===== config.mk =====
export PLATFORM = sky130hd
export DESIGN_NAME = move_seq_flat
export DESIGN_NICKNAME = d
export VERILOG_FILES = /design/src/rtl/move_seq_pkg.sv /design/src/rtl/move_seq_if.sv /design/src/rtl/move_seq_fifo.sv /design/src/rtl/move_seq.sv /design/src/flat_wrapper.sv
export SDC_FILE = /design/constraint.sdc
export NUM_CORES = 1
export LEC_CHECK = 0
export ABC_AREA = 1
export CELL_PAD_IN_SITES_DETAIL_PLACEMENT = 0
export CELL_PAD_IN_SITES_GLOBAL_PLACEMENT = 1
export CORE_ASPECT_RATIO = 1.2
export CORE_MARGIN = 1
export CORE_UTILIZATION = 51
export CTS_BUF_LIST = sky130_fd_sc_hd__clkbuf_2 sky130_fd_sc_hd__clkbuf_4 sky130_fd_sc_hd__clkbuf_8
export CTS_CLUSTER_DIAMETER = 200
export DETAILED_ROUTE_END_ITERATION = 7
export MAX_ROUTING_LAYER = met4
export PLACE_DENSITY_LB_ADDON = 0.1
export SETUP_SLACK_MARGIN = 0.15
export SYNTH_ARGS = -nofsm -noshare
export SYNTH_HDL_FRONTEND = slang
export SYNTH_SLANG_ARGS = --single-unit

===== constraint.sdc =====
create_clock -name CLK -period 5.4 [get_ports CLK]
set_clock_uncertainty 0.1 [all_clocks]
set_input_delay 0.81 -clock CLK [delete_from_list [all_inputs] [get_ports CLK]]
set_output_delay 0.81 -clock CLK [all_outputs]
set_load 0.02 [all_outputs]

===== src/rtl/move_seq_pkg.sv =====
// -----------------------------------------------------------------------------
// move_pkg : shared definitions for the move command sequencer.
//   - opcode constants understood by the `move` motor block
//   - command word width ({op[2:0], operand[31:0]})
//   - sequencer FSM state encoding
//   - max3() helper used to size counters
// Configuration macro affecting users of this package: MOVE_SEQ_TIMEOUT_EN
// (ST_ABORT is only reached when it is defined).
// -----------------------------------------------------------------------------
package move_pkg;

  localparam logic [2:0] OP_FWD   = 3'd0;
  localparam logic [2:0] OP_BACK  = 3'd1;
  localparam logic [2:0] OP_LEFT  = 3'd2;
  localparam logic [2:0] OP_RIGHT = 3'd3;
  localparam logic [2:0] OP_STOP  = 3'd4;

  localparam int CMD_W = 35;

  typedef enum logic [2:0] {
    ST_IDLE    = 3'd0,
    ST_ISSUE   = 3'd1,
    ST_WAIT    = 3'd2,
    ST_RELEASE = 3'd3,
    ST_ABORT   = 3'd4
  } state_t;

  function automatic int max3(input int a, input int b, input int c);
    int m;
    m = (a > b) ? a : b;
    return (m > c) ? m : c;
  endfunction

endpackage


===== src/rtl/move_seq_if.sv =====
// -----------------------------------------------------------------------------
// move_seq_if : host command channel plus the req/done channel to `move`.
// Handshakes:
//   cmd_valid/cmd_ready : a command {cmd_op, cmd_operand} transfers on a rising
//     CLK edge where both are high; with cmd_ready low the command is dropped.
//   req/done            : req rises with op/operand valid and stays high until
//     the sequencer samples done in its WAIT phase; op/operand never change
//     while req is high.
// Modports:
//   master : the sequencer (consumes host commands, initiates req to `move`)
//   slave  : the environment (host driving commands, `move` answering done)
// Status: busy, error (sticky timeout, MOVE_SEQ_TIMEOUT_EN only), level.
// -----------------------------------------------------------------------------
interface move_seq_if #(
  parameter int DEPTH = 8
) ();
  logic                     cmd_valid;
  logic                     cmd_ready;
  logic [2:0]               cmd_op;
  logic [31:0]              cmd_operand;
  logic                     req;
  logic [2:0]               op;
  logic [31:0]              operand;
  logic                     done;
  logic                     busy;
  logic                     error;
  logic [$clog2(DEPTH):0]   level;

  modport master (
    input  cmd_valid, cmd_op, cmd_operand, done,
    output cmd_ready, req, op, operand, busy, error, level
  );

  modport slave (
    output cmd_valid, cmd_op, cmd_operand, done,
    input  cmd_ready, req, op, operand, busy, error, level
  );
endinterface


===== src/rtl/move_seq_fifo.sv =====
// -----------------------------------------------------------------------------
// cmd_fifo : synchronous command FIFO, DEPTH entries (power of two, >= 2).
// Ports:
//   CLK, RST        clock, asynchronous active-high reset (empties the FIFO)
//   i_push, i_data  write request/data; ignored when full
//   i_pop           read request; ignored when empty
//   i_flush         discard all contents (wins over push and pop)
//   o_data          head entry, valid combinationally while not empty
//   o_full, o_empty, o_level  occupancy status
// -----------------------------------------------------------------------------
module cmd_fifo #(
  parameter int DEPTH = 8,
  parameter int W     = 35
) (
  input  logic                   CLK,
  input  logic                   RST,
  input  logic                   i_push,
  input  logic                   i_pop,
  input  logic                   i_flush,
  input  logic [W-1:0]           i_data,
  output logic [W-1:0]           o_data,
  output logic                   o_full,
  output logic                   o_empty,
  output logic [$clog2(DEPTH):0] o_level
);
  localparam int AW = $clog2(DEPTH);

  logic [W-1:0] r_mem [DEPTH];
  logic [AW:0]  r_wr;
  logic [AW:0]  r_rd;
  logic         w_do_push;
  logic         w_do_pop;

  assign w_do_push = i_push && !o_full;
  assign w_do_pop  = i_pop && !o_empty;

  // Pointers carry one extra wrap bit so full and empty are distinguishable.
  always_ff @(posedge CLK or posedge RST) begin
    if (RST) begin
      r_wr <= '0;
      r_rd <= '0;
    end else if (i_flush) begin
      r_rd <= r_wr;
    end else begin
      if (w_do_push) r_wr <= r_wr + 1'b1;
      if (w_do_pop)  r_rd <= r_rd + 1'b1;
    end
  end

  always_ff @(posedge CLK) begin
    if (w_do_push && !i_flush) r_mem[r_wr[AW-1:0]] <= i_data;
  end

  assign o_level = r_wr - r_rd;
  assign o_full  = (o_level == (AW+1)'(DEPTH));
  assign o_empty = (r_wr == r_rd);
  assign o_data  = r_mem[r_rd[AW-1:0]];
endmodule


===== src/rtl/move_seq.sv =====
// -----------------------------------------------------------------------------
// move_seq : queues host move commands and hands them to `move` one at a time
// over the req/done handshake.
// Ports:
//   CLK, RST     clock, asynchronous active-high reset
//   bus          move_seq_if.master (host commands in, req/op/operand out,
//                done in, busy/error/level status out)
//   o_dbg_state  current FSM state
// Parameters: DEPTH (FIFO entries), GUARD (cycles after req rise where done is
// ignored), GAP (min req-low cycles between commands), TIMEOUT (WAIT cycles
// before abort).
// Macro MOVE_SEQ_TIMEOUT_EN: enables the WAIT timeout, the ABORT state (which
// flushes the queue and issues a stop command) and the sticky error flag.
// -----------------------------------------------------------------------------
module move_seq
  import move_pkg::*;
#(
  parameter int          DEPTH   = 8,
  parameter int          GUARD   = 3,
  parameter int          GAP     = 2,
  parameter logic [31:0] TIMEOUT = 32'd50_000_000
) (
  input  logic       CLK,
  input  logic       RST,
  move_seq_if.master bus,
  output state_t     o_dbg_state
);
  // One counter serves guard, gap and timeout phases; it is sized for the
  // longest of them.
  localparam int CNT_W = $clog2(max3(GUARD, GAP, int'(TIMEOUT)) + 1);
  // ISSUE lasts GUARD-1 cycles so that WAIT first samples done exactly GUARD
  // edges after req rose.
  localparam logic [CNT_W-1:0] GUARD_TURN = CNT_W'((GUARD >= 2) ? GUARD - 2 : 0);
  localparam logic [CNT_W-1:0] GAP_LAST   = CNT_W'((GAP >= 1) ? GAP - 1 : 0);

  state_t                 r_state, w_state_nxt;
  logic [CNT_W-1:0]       r_cnt, w_cnt_nxt;
  logic                   r_req, w_req_nxt;
  logic [2:0]             r_op;
  logic [31:0]            r_operand;
  logic                   w_pop, w_load_fifo, w_load_stop, w_flush;
  logic [CMD_W-1:0]       w_fifo_data;
  logic                   w_full, w_empty;
  logic [$clog2(DEPTH):0] w_level;

  cmd_fifo #(.DEPTH(DEPTH), .W(CMD_W)) u_fifo (
    .CLK     (CLK),
    .RST     (RST),
    .i_push  (bus.cmd_valid),
    .i_pop   (w_pop),
    .i_flush (w_flush),
    .i_data  ({bus.cmd_op, bus.cmd_operand}),
    .o_data  (w_fifo_data),
    .o_full  (w_full),
    .o_empty (w_empty),
    .o_level (w_level)
  );

`ifdef MOVE_SEQ_TIMEOUT_EN
  localparam logic [CNT_W-1:0] TMO_LAST = CNT_W'((TIMEOUT >= 32'd1) ? TIMEOUT - 32'd1 : 32'd0);
  logic r_error;
  logic w_set_error;
`endif

  always_comb begin
    w_state_nxt = r_state;
    w_cnt_nxt   = r_cnt;
    w_req_nxt   = r_req;
    w_pop       = 1'b0;
    w_load_fifo = 1'b0;
    w_load_stop = 1'b0;
    w_flush     = 1'b0;
`ifdef MOVE_SEQ_TIMEOUT_EN
    w_set_error = 1'b0;
`endif
    case (r_state)
      ST_IDLE: begin
        if (!w_empty) begin
          w_pop       = 1'b1;
          w_load_fifo = 1'b1;
          w_req_nxt   = 1'b1;
          w_cnt_nxt   = '0;
          w_state_nxt = ST_ISSUE;
        end
      end
      ST_ISSUE: begin
        if (r_cnt >= GUARD_TURN) begin
          w_cnt_nxt   = '0;
          w_state_nxt = ST_WAIT;
        end else begin
          w_cnt_nxt = r_cnt + 1'b1;
        end
      end
      ST_WAIT: begin
        if (bus.done) begin
          w_req_nxt   = 1'b0;
          w_cnt_nxt   = '0;
          w_state_nxt = ST_RELEASE;
        end
`ifdef MOVE_SEQ_TIMEOUT_EN
        else if (r_cnt >= TMO_LAST) begin
          w_req_nxt   = 1'b0;
          w_cnt_nxt   = '0;
          w_set_error = 1'b1;
          w_state_nxt = ST_ABORT;
        end else begin
          w_cnt_nxt = r_cnt + 1'b1;
        end
`endif
      end
      ST_RELEASE: begin
        if (r_cnt >= GAP_LAST) begin
          w_cnt_nxt   = '0;
          w_state_nxt = ST_IDLE;
        end else begin
          w_cnt_nxt = r_cnt + 1'b1;
        end
      end
`ifdef MOVE_SEQ_TIMEOUT_EN
      ST_ABORT: begin
        // Queue stays flushed for the whole abort so nothing stale survives.
        w_flush     = 1'b1;
        w_set_error = 1'b1;
        if (r_cnt >= GAP_LAST) begin
          w_load_stop = 1'b1;
          w_req_nxt   = 1'b1;
          w_cnt_nxt   = '0;
          w_state_nxt = ST_ISSUE;
        end else begin
          w_cnt_nxt = r_cnt + 1'b1;
        end
      end
`endif
      default: begin
        w_req_nxt   = 1'b0;
        w_cnt_nxt   = '0;
        w_state_nxt = ST_IDLE;
      end
    endcase
  end

  always_ff @(posedge CLK or posedge RST) begin
    if (RST) begin
      r_state   <= ST_IDLE;
      r_cnt     <= '0;
      r_req     <= 1'b0;
      r_op      <= OP_FWD;
      r_operand <= '0;
    end else begin
      r_state <= w_state_nxt;
      r_cnt   <= w_cnt_nxt;
      r_req   <= w_req_nxt;
      if (w_load_fifo) begin
        {r_op, r_operand} <= w_fifo_data;
      end else if (w_load_stop) begin
        r_op      <= OP_STOP;
        r_operand <= '0;
      end
    end
  end

`ifdef MOVE_SEQ_TIMEOUT_EN
  always_ff @(posedge CLK or posedge RST) begin
    if (RST)              r_error <= 1'b0;
    else if (w_set_error) r_error <= 1'b1;
  end
  assign bus.error = r_error;
`else
  assign bus.error = 1'b0;
`endif

  assign bus.cmd_ready = !w_full;
  assign bus.req       = r_req;
  assign bus.op        = r_op;
  assign bus.operand   = r_operand;
  assign bus.busy      = (r_state != ST_IDLE) || !w_empty;
  assign bus.level     = w_level;
  assign o_dbg_state   = r_state;
endmodule


===== src/flat_wrapper.sv =====
// flat-port wrapper written by rule: the top's interface ports become plain ports
module move_seq_flat import move_pkg::*;
#(
  parameter int          DEPTH   = 8,
  parameter int          GUARD   = 3,
  parameter int          GAP     = 2,
  parameter logic [31:0] TIMEOUT = 32'd50_000_000
)
  (CLK, RST, o_dbg_state, bus_cmd_valid, bus_cmd_op, bus_cmd_operand, bus_done, bus_cmd_ready, bus_req, bus_op, bus_operand, bus_busy, bus_error, bus_level);
  move_seq_if #(.DEPTH(DEPTH)) bus_i ();
  input  logic CLK;
  input  logic RST;
  output state_t o_dbg_state;
  input wire logic [$bits(bus_i.cmd_valid)-1:0] bus_cmd_valid;
  input wire logic [$bits(bus_i.cmd_op)-1:0] bus_cmd_op;
  input wire logic [$bits(bus_i.cmd_operand)-1:0] bus_cmd_operand;
  input wire logic [$bits(bus_i.done)-1:0] bus_done;
  output wire logic [$bits(bus_i.cmd_ready)-1:0] bus_cmd_ready;
  output wire logic [$bits(bus_i.req)-1:0] bus_req;
  output wire logic [$bits(bus_i.op)-1:0] bus_op;
  output wire logic [$bits(bus_i.operand)-1:0] bus_operand;
  output wire logic [$bits(bus_i.busy)-1:0] bus_busy;
  output wire logic [$bits(bus_i.error)-1:0] bus_error;
  output wire logic [$bits(bus_i.level)-1:0] bus_level;
  assign bus_i.cmd_valid = bus_cmd_valid;
  assign bus_i.cmd_op = bus_cmd_op;
  assign bus_i.cmd_operand = bus_cmd_operand;
  assign bus_i.done = bus_done;
  assign bus_cmd_ready = bus_i.cmd_ready;
  assign bus_req = bus_i.req;
  assign bus_op = bus_i.op;
  assign bus_operand = bus_i.operand;
  assign bus_busy = bus_i.busy;
  assign bus_error = bus_i.error;
  assign bus_level = bus_i.level;
  move_seq #(.DEPTH(DEPTH), .GUARD(GUARD), .GAP(GAP), .TIMEOUT(TIMEOUT)) u_core (.CLK(CLK), .RST(RST), .bus(bus_i), .o_dbg_state(o_dbg_state));
endmodule

# Word-level counts from Yosys, hierarchy flattened
# Memory sizes are Yosys's and may differ from the RTL's. A register that Yosys moved wholly into a read port is not among the register bits.
# Index checks and enable logic that the tools add are counted.
# W data, S select, Z words.
# word_totals
reg_bits,38
ramBits,280
inputBits,39
output_inout_bits,46
wordCells,48
mem_count,1
# classes
addsub,4
n_lt_le_gt_ge,1
eq_ne,9
n_mux,16
bitwise_logic,1
n_reduce_logical,11
# memory_table
name,words,width,read_ports,rd_ports_with_merged_regs,wr,line_no,text
u_core.u_fifo.r_mem,8,35,1,1,1,move_seq_fifo.sv:28,logic [W-1:0] r_mem [DEPTH];
# ops
op,n
$mux W26,3
$pmux W26 S3,1
$add A26 B1 Y26 const B,1
$ge A26 B1 Y1 const B,1
$mux W3,4
$pmux W3 S4,1
$add A4 B1 Y4 const B,2
$eq A3 B2 Y1 const B,2
$mux W1,6
$eq A4 B4 Y1,1
$eq A4 B4 Y1 const B,1
$ne A2 B1 Y1 const B,2
$ne A2 B2 Y1 const B,2
$reduce_and A4 Y1,1
$sub A4 B4 Y4,1
$eq A3 B1 Y1 const B,1
$logic_not A3 Y1,1
$pmux W1 S3,1
$reduce_and A3 Y1,1
$reduce_bool A3 Y1,1
$logic_and A1 B1 Y1,2
$logic_not A1 Y1,2
$reduce_and A2 Y1,1
$reduce_or A2 Y1,1
other kinds (2),2

# Logic depth before layout (Yosys ltp)
# depth
depth_word,6
ltp_mapped,13

# Cells and area by module
# A second synthesis with hierarchy kept.
# hier_totals
cells_unflattened,1196
area_unflattened_um2,14173.6
# modules_own_cells
mod,instances,cells_each,area_per_inst_um2
cmd_fifo,1,901,11498.5
move_seq,1,295,2675.1

# Least setup slack after synthesis
# OpenSTA, ideal clock, no wires.
# synth_timing
path_kind,reg2reg
start,reg u_core.u_fifo.r_rd[2]
end,"mem u_core.u_fifo.r_mem[2][0], enable pin"
arrival_ns,3.501
setup_slack_ns,1.371
path_stages_with_launch,10
synth_period_minus_slack_ns,4.029
cell_sequence,dfrtp_1 buf_2 inv_2 buf_2 ha_1 xnor2_1 nor2_1 nand3_2 nand3_1 nor2_1
# synth_via
elab_chain_cells,6
# synth_lines
element,line_no,text
start: declaration,move_seq_fifo.sv:30,logic [AW:0] r_rd;
start signal: assignment,move_seq_fifo.sv:43,r_rd <= r_wr;
start signal: assignment,move_seq_fifo.sv:46,if (w_do_pop) r_rd <= r_rd + 1'b1;
$sub A4 B4 Y4,move_seq_fifo.sv:54,assign o_level = r_wr - r_rd;
named net bus_level[2],flat_wrapper.sv:24,output wire logic [$bits(bus_i.level)-1:0] bus_level;
$eq A4 B4 Y1,move_seq_fifo.sv:55,assign o_full = (o_level == (AW+1)'(DEPTH));
$logic_not A1 Y1,n/a,
named net bus_cmd_ready,flat_wrapper.sv:18,output wire logic [$bits(bus_i.cmd_ready)-1:0] bus_cmd_ready;
$logic_and A1 B1 Y1,move_seq_fifo.sv:34,assign w_do_push = i_push && !o_full;
$mux W1,move_seq_fifo.sv:51,if (w_do_push && !i_flush) r_mem[r_wr[AW-1:0]] <= i_data;
$mux W1 (not written as such),move_seq_fifo.sv:51,
end: declaration,move_seq_fifo.sv:28,
# The timed path passes the listed nets, and every way through them passes these cells.

# Final worst setup path
# layout_timing
start,reg u_core.u_fifo.r_rd[2]
end,out bus_cmd_ready
# layout_via
elab_chain_cells,3
# layout_lines
element,line_no,text
$sub A4 B4 Y4,move_seq_fifo.sv:54,
$eq A4 B4 Y1,move_seq_fifo.sv:55,
$logic_not A1 Y1,move_seq.sv:172,assign bus.cmd_ready = !w_full;
end: declaration,flat_wrapper.sv:18,
# Every way passes these cells.

==> impl_metrics.env <==
export IMPL_utilization_pct=59.9
export IMPL_hold_path_class="reg -> reg"
export IMPL_max_cap_violations=0
export IMPL_cts_resized=0
export IMPL_area_growth_pct=15.2
export IMPL_synth_avg_cell_area_sq_um=12.0
export IMPL_holdWs_ns=0.376
export IMPL_p_leak_nw=5.95
export IMPL_finalWirelength_microns=31100
export IMPL_htree_levels=2
export IMPL_grt_max_degree=108
export IMPL_worst_path_max_fanout=37
export IMPL_hpwl_microns=17000
export IMPL_tightest_slew_ns=1.28
export IMPL_fin_crit_sh_pct=75.9
export IMPL_r2r_end="u_core.u_fifo.r_mem[4][12]"
export IMPL_hold_depth=2
export IMPL_reg2reg_from="u_core.u_fifo.r_rd[2]"
export IMPL_post_cts_buffers=0
export IMPL_drt_iter0_drc=600
export IMPL_power_density_mw_per_mm2=579
export IMPL_viasPerCell=5.32
export IMPL_finalSetupViolations=0
export IMPL_wl_per_cell_microns=18.8
export IMPL_syn_area_sq_mm=0.0141
export IMPL_drive_gt1_share_pct=11.1
export IMPL_setup_ws_ns=1.30
export IMPL_first_global_vias=8818
export IMPL_core_area_sq_mm=0.0272
export IMPL_synthDistinctLibCells=31
export IMPL_clkSinkCount=352
export IMPL_synthCells=1174
export IMPL_cts_root_buf="clkbuf_8"
export IMPL_grt_total_usage_pct=23.4
export IMPL_floorplan_rows=66
export IMPL_n_fill_cell=2200
export IMPL_status="complete, no violations"
export IMPL_post_route_min_period_ns=4.10
export IMPL_maxSlewViolCount=0
export IMPL_peakVddDrop_mv=0.334
export IMPL_cts_tree="done"
export IMPL_io_buffers=82
export IMPL_mostFrequentLayoutCells="nor2_1, edfxtp_1, o21ai_0, nand2_1, nand3_1"
export IMPL_regToRegSetupSlack_ns=1.62
export IMPL_crit_type="reg -> out"
export IMPL_finalPower_mw=9.43
export IMPL_cts_buffer_depth=3
export IMPL_ys_seq_elements=352
export IMPL_grt_ovfl_total=0
export IMPL_final_nets=1313
export IMPL_ys_warn_count=0
export IMPL_ys_seq_area_share_pct=72.2
export IMPL_via_count=8775
export IMPL_cp_required_ns=4.49
export IMPL_ant_nets=0
export IMPL_floorplan_initialDensity_pct=52.0
export IMPL_numCtsBuffers=56
export IMPL_drt_drc_violations_left=0
export IMPL_pre_cts_ws_ns=1.59
export IMPL_clkTransAtPathRegs_ns=0.05
export IMPL_die_w_microns=154
export IMPL_maxSlewHeadroom_pct=14.7
export IMPL_rsz0062_at_grt="false"
export IMPL_startpoint_type="flip-flop"
export IMPL_hold_violations=0
export IMPL_min_to="u_core.bus.operand[3]"
export IMPL_hold_path_startpoint="u_core.bus.operand[3]"
export IMPL_grt_pass1_wl_microns=48800
export IMPL_ios=85
export IMPL_critPathArrivalTime_ns=3.19
export IMPL_antennaDiodeCount=0
export IMPL_drt_pass1_iterations=5
export IMPL_gp_congestion=0.796
export IMPL_end_kind="output port"
export IMPL_fin_setup_tns_ns=0
export IMPL_clk_latency_ns=0.61
export IMPL_antenna_found_initial=0
export IMPL_die_h_microns=184
export IMPL_hold_buffers=0
export IMPL_fp_dieArea_sq_mm=0.0284
export IMPL_r2r_cells=7
export IMPL_fmax_mhz=244
-- sequential cells by signal, summed over array words and instances (netlist names) --
register and flops:
u_core.o_dbg_state 2, u_core.bus.req 1, u_core.u_fifo.r_wr 4, u_core.bus.operand 32, u_core.u_fifo.r_rd 4, u_core.r_cnt 26, u_core.bus.op 3, u_core.u_fifo.r_mem 280
-- per-layer routing --
metal	global-route usage [%]	part of all wire [%]	vias to the layer above
met5	-	0	-
met4	6.84	1.9	0
met3	4.33	4.6	56
met2	40.9	52	195
met1	27.7	42	4278
li1	-	-	4246
-- worst max-delay path, cell delays in order (launching register included) --
cell and delay (ns):
dfrtp_1 0.39, inv_2 0.66, ha_1 0.42, a21oi_1 0.19
nand3_1 0.13, nand3_2 0.15, clkdlybuf4s50_1 0.64
-- power by group --
| part | internal, mW | leakage [nW] | switching [mW] |
|---|---|---|---|
| clock network | 1.29 | 0.630 | 1.03 |
| logic | 1.11 | 1.86 | 2.32 |
| registers | 3.50 | 3.47 | 0.188 |
-- cell usage after synthesis --
cell / n / area (sq um)
and2_1: 2 / 12.5
a21oi_1: 2 / 10.0
o21ai_1: 35 / 175
inv_1: 39 / 146
nand2_1: 108 / 405
nor3_1: 1 / 5.00
buf_2: 23 / 115
o21ai_0: 110 / 551
ha_1: 13 / 163
nor2_4: 1 / 11.3
nand3_1: 92 / 460
buf_6: 14 / 158
clkbuf_1: 17 / 63.8
o211ai_1: 35 / 263
a21oi_4: 1 / 16.3
nand3b_1: 1 / 7.51
or2_2: 1 / 6.26
nand3_2: 2 / 20.0
conb_1: 1 / 3.75
nor2_2: 10 / 62.6
dfrtp_1: 72 / 1800
xnor2_1: 1 / 8.76
edfxtp_1: 280 / 8410
nand2_2: 3 / 18.8
nor2_1: 288 / 1080
inv_4: 2 / 12.5
fa_1: 1 / 20.0
inv_2: 4 / 15.0
buf_4: 10 / 75.1
clkbuf_2: 1 / 5.00
xor2_1: 4 / 35.0
-- how the worst max path moves through the flow --
| stage | start | depth (start not counted) | slack, ns | endpoint |
|---|---|---|---|---|
| 2_1_floorplan | u_core.u_fifo.r_rd[2] | 9 | 1.37 | u_core.u_fifo.r_mem[2][0] |
| 3_3_place_gp | u_core.u_fifo.r_rd[2] | 8 | 1.65 | u_core.u_fifo.r_mem[2][3] |
| 3_5_place_dp | u_core.u_fifo.r_rd[2] | 7 | 1.59 | u_core.u_fifo.r_mem[4][11] |
| 4_1_cts | u_core.u_fifo.r_rd[2] | 6 | 1.27 | bus_cmd_ready |
| 5_1_grt | u_core.u_fifo.r_rd[2] | 6 | 1.11 | bus_cmd_ready |
| 6_report | u_core.u_fifo.r_rd[2] | 6 | 1.30 | bus_cmd_ready |
-- stage by stage --
stage / cell area, sq um / instances
after CTS: 16300 / 1648
after detailed placement: 15100 / 1542
final: 16300 / 1648
after global placement: 15100 / 1542
after global routing: 16300 / 1648
after floorplan: 14100 / 1175
-- kinds of logic (layout without fill, tap and decap cells) --
logic type	Yosys count	after routing	share of synthesized area, %
and+or+nand+nor	509	509	14.8
DFF	352	352	72.2
AOI/OAI and AO/OA	183	183	7.18
buffers and inverters	110	243	4.18
adders and majority gates	14	14	1.29
xor gates and xnor gates	5	5	0.310
other	1	2	0.0265
-- cell type report --
type                    instances  area [sq um]  area share, %
multi-input cells             713          3400           20.9
repair buffers                 92           896           5.50
clock inverters                14          72.6          0.446
clock buffers                  92          1100           6.78
inverters                      45           175           1.08
well taps                     340           425           2.61
flip-flops and latches        352         10200           62.7
No activity file was read; power rests on OpenSTA's default activity.
